--- src/rtl/subdiv_sequencer_if.sv ---
// Stage-side bus of the subdivision sequencer: per-stage start/busy
// handshake, per-stage RAM requests and the single shared neighbor-RAM port.
//
// Handshake: the sequencer pulses stage_start[k] for exactly one cycle. Stage
// k answers by raising stage_busy[k] within BUSY_TIMEOUT cycles and holds it
// until its work is finished. The falling edge of busy means "done". Busy of
// any stage other than the current one is ignored.
interface subdiv_sequencer_if #(
   parameter int NUM_STAGES = 3,
   parameter int ADDR_WIDTH = 11
);
   logic [NUM_STAGES-1:0]            stage_busy;
   logic [NUM_STAGES-1:0]            stage_start;
   logic [NUM_STAGES-1:0]            stage_ram_en;
   logic [NUM_STAGES*ADDR_WIDTH-1:0] stage_ram_a;
   logic [NUM_STAGES*4-1:0]          stage_ram_we;
   logic [NUM_STAGES*32-1:0]         stage_ram_di;
   logic                             RAM_NBR_EN;
   logic [ADDR_WIDTH-1:0]            RAM_NBR_A;
   logic [3:0]                       RAM_NBR_WE;
   logic [31:0]                      RAM_NBR_Di;

   modport master (
      input  stage_busy, stage_ram_en, stage_ram_a, stage_ram_we, stage_ram_di,
      output stage_start, RAM_NBR_EN, RAM_NBR_A, RAM_NBR_WE, RAM_NBR_Di
   );

   modport slave (
      output stage_busy, stage_ram_en, stage_ram_a, stage_ram_we, stage_ram_di,
      input  stage_start, RAM_NBR_EN, RAM_NBR_A, RAM_NBR_WE, RAM_NBR_Di
   );
endinterface

--- src/rtl/subdiv_sequencer.sv ---
// Top-level scheduler of the subdivision pipeline. Launches the stages in
// order once per pass, supervises each stage's start/busy handshake and
// hands the shared neighbor-RAM port to the stage currently being run.
// All state changes on the falling clock edge, like the stages themselves.
module subdiv_sequencer #(
   parameter int NUM_STAGES   = 3,
   parameter int ADDR_WIDTH   = 11,
   parameter int BUSY_TIMEOUT = 4
) (
   input  logic       clk,
   input  logic       rst,
   input  logic       start,
   input  logic [3:0] pass_count,
   subdiv_sequencer_if.master bus,
   output logic       busy,
   output logic       done,
   output logic       error,
   output logic [3:0] pass_idx,
   output logic [1:0] stage_idx,
   output logic [2:0] state_dbg
);

   localparam int TW = $clog2(BUSY_TIMEOUT + 1);

   typedef enum logic [2:0] {
      S_IDLE, S_LAUNCH, S_WAIT_BUSY, S_RUN, S_NEXT, S_DONE
   } state_t;

   state_t                state_q, state_d;
   logic [NUM_STAGES-1:0] stage_start_q, stage_start_d;
   logic                  busy_q, busy_d;
   logic                  done_q, done_d;
   logic                  error_q, error_d;
   logic [3:0]            pass_idx_q, pass_idx_d;
   logic [3:0]            pass_cnt_q, pass_cnt_d;
   logic [1:0]            stage_idx_q, stage_idx_d;
   logic [TW-1:0]         timer_q, timer_d;

   logic                  cur_busy;
   logic                  last_stage;
   logic                  more_passes;
   logic [TW-1:0]         timer_inc;

   assign cur_busy    = bus.stage_busy[stage_idx_q];
   assign last_stage  = (stage_idx_q == 2'(NUM_STAGES - 1));
   // pass_count is latched at start so a changing input cannot stretch a run.
   assign more_passes = (({1'b0, pass_idx_q} + 5'd1) < {1'b0, pass_cnt_q});
   assign timer_inc   = (timer_q == TW'(BUSY_TIMEOUT)) ? timer_q : timer_q + 1'b1;

   // Next-state and next-output logic of the run sequencer.
   always_comb begin
      state_d       = state_q;
      stage_start_d = '0;
      busy_d        = busy_q;
      done_d        = 1'b0;
      error_d       = error_q;
      pass_idx_d    = pass_idx_q;
      pass_cnt_d    = pass_cnt_q;
      stage_idx_d   = stage_idx_q;
      timer_d       = timer_q;
      case (state_q)
         S_IDLE: begin
            if (start) begin
               error_d = 1'b0;
               if (pass_count == 4'd0) begin
                  done_d  = 1'b1;
                  state_d = S_DONE;
               end else begin
                  busy_d      = 1'b1;
                  pass_idx_d  = '0;
                  stage_idx_d = '0;
                  pass_cnt_d  = pass_count;
                  state_d     = S_LAUNCH;
               end
            end
         end
         S_LAUNCH: begin
            stage_start_d = NUM_STAGES'(1) << stage_idx_q;
            timer_d       = '0;
            state_d       = S_WAIT_BUSY;
         end
         S_WAIT_BUSY: begin
            timer_d = timer_inc;
            if (cur_busy) begin
               state_d = S_RUN;
            end else if (timer_inc == TW'(BUSY_TIMEOUT)) begin
               // Stage never acknowledged: abort the whole run.
               error_d = 1'b1;
               done_d  = 1'b1;
               state_d = S_DONE;
            end
         end
         S_RUN: begin
            if (!cur_busy) state_d = S_NEXT;
         end
         S_NEXT: begin
            if (!last_stage) begin
               stage_idx_d = stage_idx_q + 2'd1;
               state_d     = S_LAUNCH;
            end else if (more_passes) begin
               stage_idx_d = '0;
               pass_idx_d  = pass_idx_q + 4'd1;
               state_d     = S_LAUNCH;
            end else begin
               done_d  = 1'b1;
               state_d = S_DONE;
            end
         end
         S_DONE: begin
            busy_d  = 1'b0;
            state_d = S_IDLE;
         end
         default: state_d = S_IDLE;
      endcase
   end

   // Sequencer state and registered outputs, reset asynchronously.
   always_ff @(negedge clk or posedge rst) begin
      if (rst) begin
         state_q       <= S_IDLE;
         stage_start_q <= '0;
         busy_q        <= 1'b0;
         done_q        <= 1'b0;
         error_q       <= 1'b0;
         pass_idx_q    <= '0;
         pass_cnt_q    <= '0;
         stage_idx_q   <= '0;
         timer_q       <= '0;
      end else begin
         state_q       <= state_d;
         stage_start_q <= stage_start_d;
         busy_q        <= busy_d;
         done_q        <= done_d;
         error_q       <= error_d;
         pass_idx_q    <= pass_idx_d;
         pass_cnt_q    <= pass_cnt_d;
         stage_idx_q   <= stage_idx_d;
         timer_q       <= timer_d;
      end
   end

   // Shared RAM port follows the current stage only while it owns the slot.
   always_comb begin
      bus.RAM_NBR_EN = 1'b0;
      bus.RAM_NBR_A  = '0;
      bus.RAM_NBR_WE = '0;
      bus.RAM_NBR_Di = '0;
      if (state_q == S_LAUNCH || state_q == S_WAIT_BUSY || state_q == S_RUN) begin
         bus.RAM_NBR_EN = bus.stage_ram_en[stage_idx_q];
         bus.RAM_NBR_A  = bus.stage_ram_a[stage_idx_q*ADDR_WIDTH +: ADDR_WIDTH];
         bus.RAM_NBR_WE = bus.stage_ram_we[stage_idx_q*4 +: 4];
         bus.RAM_NBR_Di = bus.stage_ram_di[stage_idx_q*32 +: 32];
      end
   end

   assign bus.stage_start = stage_start_q;
   assign busy            = busy_q;
   assign done            = done_q;
   assign error           = error_q;
   assign pass_idx        = pass_idx_q;
   assign stage_idx       = stage_idx_q;
   assign state_dbg       = state_q;

endmodule

--- src/flat_wrapper.sv ---
// flat-port wrapper written by rule: the top's interface ports become plain ports
module subdiv_sequencer_flat 
#(
   parameter int NUM_STAGES   = 3,
   parameter int ADDR_WIDTH   = 11,
   parameter int BUSY_TIMEOUT = 4
)
  (clk, rst, start, pass_count, busy, done, error, pass_idx, stage_idx, state_dbg, bus_stage_busy, bus_stage_ram_en, bus_stage_ram_a, bus_stage_ram_we, bus_stage_ram_di, bus_stage_start, bus_RAM_NBR_EN, bus_RAM_NBR_A, bus_RAM_NBR_WE, bus_RAM_NBR_Di);
  subdiv_sequencer_if #(.NUM_STAGES(NUM_STAGES), .ADDR_WIDTH(ADDR_WIDTH)) bus_i ();
  input  logic clk;
  input  logic rst;
  input  logic start;
  input  logic [3:0] pass_count;
  output logic busy;
  output logic done;
  output logic error;
  output logic [3:0] pass_idx;
  output logic [1:0] stage_idx;
  output logic [2:0] state_dbg;
  input wire logic [$bits(bus_i.stage_busy)-1:0] bus_stage_busy;
  input wire logic [$bits(bus_i.stage_ram_en)-1:0] bus_stage_ram_en;
  input wire logic [$bits(bus_i.stage_ram_a)-1:0] bus_stage_ram_a;
  input wire logic [$bits(bus_i.stage_ram_we)-1:0] bus_stage_ram_we;
  input wire logic [$bits(bus_i.stage_ram_di)-1:0] bus_stage_ram_di;
  output wire logic [$bits(bus_i.stage_start)-1:0] bus_stage_start;
  output wire logic [$bits(bus_i.RAM_NBR_EN)-1:0] bus_RAM_NBR_EN;
  output wire logic [$bits(bus_i.RAM_NBR_A)-1:0] bus_RAM_NBR_A;
  output wire logic [$bits(bus_i.RAM_NBR_WE)-1:0] bus_RAM_NBR_WE;
  output wire logic [$bits(bus_i.RAM_NBR_Di)-1:0] bus_RAM_NBR_Di;
  assign bus_i.stage_busy = bus_stage_busy;
  assign bus_i.stage_ram_en = bus_stage_ram_en;
  assign bus_i.stage_ram_a = bus_stage_ram_a;
  assign bus_i.stage_ram_we = bus_stage_ram_we;
  assign bus_i.stage_ram_di = bus_stage_ram_di;
  assign bus_stage_start = bus_i.stage_start;
  assign bus_RAM_NBR_EN = bus_i.RAM_NBR_EN;
  assign bus_RAM_NBR_A = bus_i.RAM_NBR_A;
  assign bus_RAM_NBR_WE = bus_i.RAM_NBR_WE;
  assign bus_RAM_NBR_Di = bus_i.RAM_NBR_Di;
  subdiv_sequencer #(.NUM_STAGES(NUM_STAGES), .ADDR_WIDTH(ADDR_WIDTH), .BUSY_TIMEOUT(BUSY_TIMEOUT)) u_core (.clk(clk), .rst(rst), .start(start), .pass_count(pass_count), .bus(bus_i), .busy(busy), .done(done), .error(error), .pass_idx(pass_idx), .stage_idx(stage_idx), .state_dbg(state_dbg));
endmodule
--- config.mk ---
export PLATFORM = sky130hd
export DESIGN_NAME = subdiv_sequencer_flat
export DESIGN_NICKNAME = d
export VERILOG_FILES = /design/src/rtl/subdiv_sequencer_if.sv /design/src/rtl/subdiv_sequencer.sv /design/src/flat_wrapper.sv
export SDC_FILE = /design/constraint.sdc
export NUM_CORES = 1
export LEC_CHECK = 0
export ABC_AREA = 1
export BUFFER_PORTS_ARGS = -buffer_cell sky130_fd_sc_hd__buf_4
export CORE_MARGIN = 3
export CORE_UTILIZATION = 39
export CTS_BUF_LIST = sky130_fd_sc_hd__clkbuf_8 sky130_fd_sc_hd__clkbuf_16
export DETAILED_ROUTE_END_ITERATION = 12
export PLACE_DENSITY_LB_ADDON = 0.2
export SETUP_SLACK_MARGIN = 0.05
export SLEW_MARGIN = 30
export SYNTH_ARGS = -nofsm -noshare
export SYNTH_HDL_FRONTEND = slang
export SYNTH_SLANG_ARGS = --single-unit
--- constraint.sdc ---
create_clock -name clk -period 2.1 [get_ports clk]
set_input_delay 0.42 -clock clk [delete_from_list [all_inputs] [get_ports clk]]
set_output_delay 0.42 -clock clk [all_outputs]
set_load 0.03 [all_outputs]
==> reports/qor.tcl <==
set qor(coreArea_um2) 6130
set qor(maximum_root_to_sink_buffer_count) 2
set qor(synth_most_common_cell) {nand2_1}
set qor(max_slew_margin) 0.743
set qor(violations) {negative setup slack}
set qor(cts.sink_count) 22
set qor(dieWidth_um) 86.7
set qor(dpl.hpwl_mm) 8.92
set qor(n_antenna_cell) 0
set qor(filler_cell_count) 402
set qor(fp.dieH_um) 86.7
set qor(netlist_top_cells_area) {nand2_1 (28%), nand3_1 (22%), dfrtn_1 (22%)}
set qor(finalNetCount) 871
set qor(cp_data_required_time_ns) 1.68
set qor(worst_ir_drop_vdd_uv) 1130
set qor(synthesis.area_per_instance_um2) 5.34
set qor(tns_ns) -50.10
set qor(hold_class) {flop to flop}
set qor(cell_type_contributing_the_most_total_cell_area_after_synthesis) {nand2_1}
set qor(worst_slack_ns) -0.995
set qor(yosys.cell_types.count) 22
set qor(grt_pass1_vias) 3880
set qor(layout-drive-gt1-share) 0.498
set qor(critPathLaunchType) {flop}
set qor(worstSetupEndpointType) {output port}
set qor(io_pins) 217
set qor(worst-path-max-fanout) 31
set qor(gp_congestion) 0.921
set qor(ys_seq_elements) 22
set qor(grt_first_pass_wirelength_mm) 17.6
set qor(worst_pin_slew_ns) 0.386
set qor(antenna_violating_nets_post_route) 0
set qor(ys_top_cells_by_count) {nand2_1 (187), nand3_1 (112), inv_1 (80)}
set qor(drt-initial-drc-count) 203
set qor(core.rowCount) 28
set qor(cts-buffers-inserted) 3
set qor(postSynthCellCount) 476
set qor(final_hold_viol_count) 0
set qor(number_of_flops_mapped_to_enable_cells_by_yosys) 0
set qor(synth_flop_cell) {dfrtn_1}
set qor(drc) 0
set qor(timing.critical_path.arrival_ns) 2.67
set qor(final-seq-area_um2) 551
set qor(globalRouteOverflowTotal) 0
set qor(cap_violations) 0
set qor(asyncSetResetFlopFracSynth) 1.00
set qor(initial_core_util) 0.414
set qor(regToRegStartpoint) {u_core.pass_idx[2]}
set qor(vias_per_cell) 5.10
set qor(worstSkewPairLatency_ns) 0.28
set qor(leak_nw) 2.92
set qor(setup_viol_count_final) 67
set qor(grt_setup_unrepaired) {true}
set qor(preCtsSetupSlack_ns) -0.706
set qor(global_route.usage.total) 0.288
set qor(routed_wire_length_per_instance_um) 15.5
set qor(synth_top_area_frac) 0.276
set qor(whs_endpoint) {u_core.pass_cnt_q[2]}
set qor(postCtsHoldBufs) 0
set qor(min_from) {u_core.pass_cnt_q[2]}
set qor(multi_input_comb_area_um2) 1820
set qor(design_area_um2) 5090
set qor(rr_worst_depth) 14
set qor(min_delay_path_depth) 2
set qor(place.port_buffers) 216
set qor(timing_worst_setup_path_type) {flop to output port}
set qor(timing.clock.skew_ns) 0.00199
set qor(number_of_antenna_violations_at_the_first_check_in_global_routing) 0
set qor(dp_cells) 771
set qor(grt_max_degree) 40
set qor(dieArea_um2) 7520
set qor(post_dp_cell_area_um2) 4470
set qor(seq_area_frac_synth) 0.217
set qor(sum_of_routed_wire_length_over_all_layers_mm) 12.2
set qor(clock_tree.root_cell) {clkbuf_8}
set qor(netlist_area_um2) 2540
set qor(ff2ff_setup_slack_ns) -0.01
set qor(timing.rr.end) {u_core.pass_idx[3]}
set qor(power-per-cell-area_nw_per_um2) 1390
set qor(tritoncts) {yes}
set qor(overall_via_count_from_detail_route) 4001
set qor(htree_levels) 1
set qor(layout-area-overhead-vs-synth_pct) 100
set qor(synth_warn) 0
set qor(final-max-slew-violation-count) 0
set qor(detailedRoute.firstPassIterationCount) 5
set qor(outcome) {complete, but fails checks}
set qor(clk_pin_slew_ns) 0.06
set qor(synth.net_count) 636
set qor(final_cell_count_no_fill) 784
## final cells by class
class,count,area share
clock buffers,3,0.00812
inverters,81,0.0622
multi-input cells,347,0.357
flip-flops and latches,22,0.108
well taps,75,0.0185
repair buffers,256,0.446
## report_power, final
group          total, mW  switching (mW)  internal, mW
clock              0.275           0.146         0.128
sequential         0.664          0.0963         0.567
combinational       6.14            3.62          2.52
total               7.08            3.86          3.21
## how the worst max path moves through the flow
stage	cells after the start	slack, ns	start	endpoint
floorplan	8	-0.84	u_core.stage_idx[1]	bus_RAM_NBR_Di[23]
global placement	7	-0.65	u_core.stage_idx[1]	bus_RAM_NBR_A[2]
detailed placement	8	-0.71	u_core.stage_idx[1]	bus_RAM_NBR_Di[30]
CTS	8	-0.99	u_core.stage_idx[1]	bus_RAM_NBR_Di[30]
global route	8	-1.08	u_core.stage_idx[0]	bus_RAM_NBR_A[10]
finish	8	-0.99	u_core.stage_idx[1]	bus_RAM_NBR_WE[0]
## state kept, by name, summed over array words and instances (netlist names)
| signal | count |
|---|---|
| u_core.state_dbg | 3 |
| u_core.error | 1 |
| u_core.stage_idx | 2 |
| u_core.timer_q | 3 |
| u_core.pass_idx | 4 |
| u_core.pass_cnt_q | 4 |
| u_core.done | 1 |
| u_core.busy | 1 |
| u_core.bus.stage_start | 3 |
## cells by family after synthesis
family                     count (synthesis)  share of synthesized area
and+or+nand+nor                          323                      0.548
xor gates and xnor gates                   3                     0.0103
buffers and inverters                    107                      0.163
AOI/OAI and AO/OA                         15                     0.0315
DFF                                       22                      0.217
adders and majority gates                  6                     0.0295
## critical path, cell delays in order (launching register included)
cell and delay (ns):
dfrtn_1 0.45, inv_2 0.09, nor2_4 0.16, buf_12 0.20, nand2_1 0.07, nand3_1 0.08, nand2_1 0.08, inv_2 0.06
buf_4 0.15
## cell usage in the layout (no fill, tap or decap), types with 3 or more instances in the layout
cell type,count
nand3_2,7
nand2_2,11
inv_1,26
ha_1,4
nor2_1,5
o21ai_0,4
nand3_1,100
buf_12,3
buf_6,73
o21ai_1,4
nand3_4,5
clkbuf_8,3
nand2_1,174
dfrtn_1,22
inv_2,52
nor2_4,5
nor3_1,7
buf_4,177
## what timing repair did
action,CTS,global route
buffers inserted,3,8
setup endpoints to repair,69,76
pin swaps,8,12
gates resized for setup,79,44
gates cloned,0,1
## layer usage
| layer | wire, µm | global-route usage | share of wire |
|---|---|---|---|
| met5 | 0 | 0 | 0 |
| met4 | 382 | 0.102 | 0.031 |
| met3 | 1130 | 0.0751 | 0.093 |
| met2 | 6410 | 0.519 | 0.53 |
| met1 | 4230 | 0.324 | 0.35 |
## per-stage QoR
stage               utilization  hold slack (ns)  power [mW]
global route              0.830            0.481        7.55
global placement          0.729            0.435        5.79
finish                    0.830            0.450        7.08
floorplan                     -            0.414        4.01
CTS                       0.786            0.449        6.69
detailed placement        0.729            0.447        5.86
No activity file was read; power rests on OpenSTA's default activity.
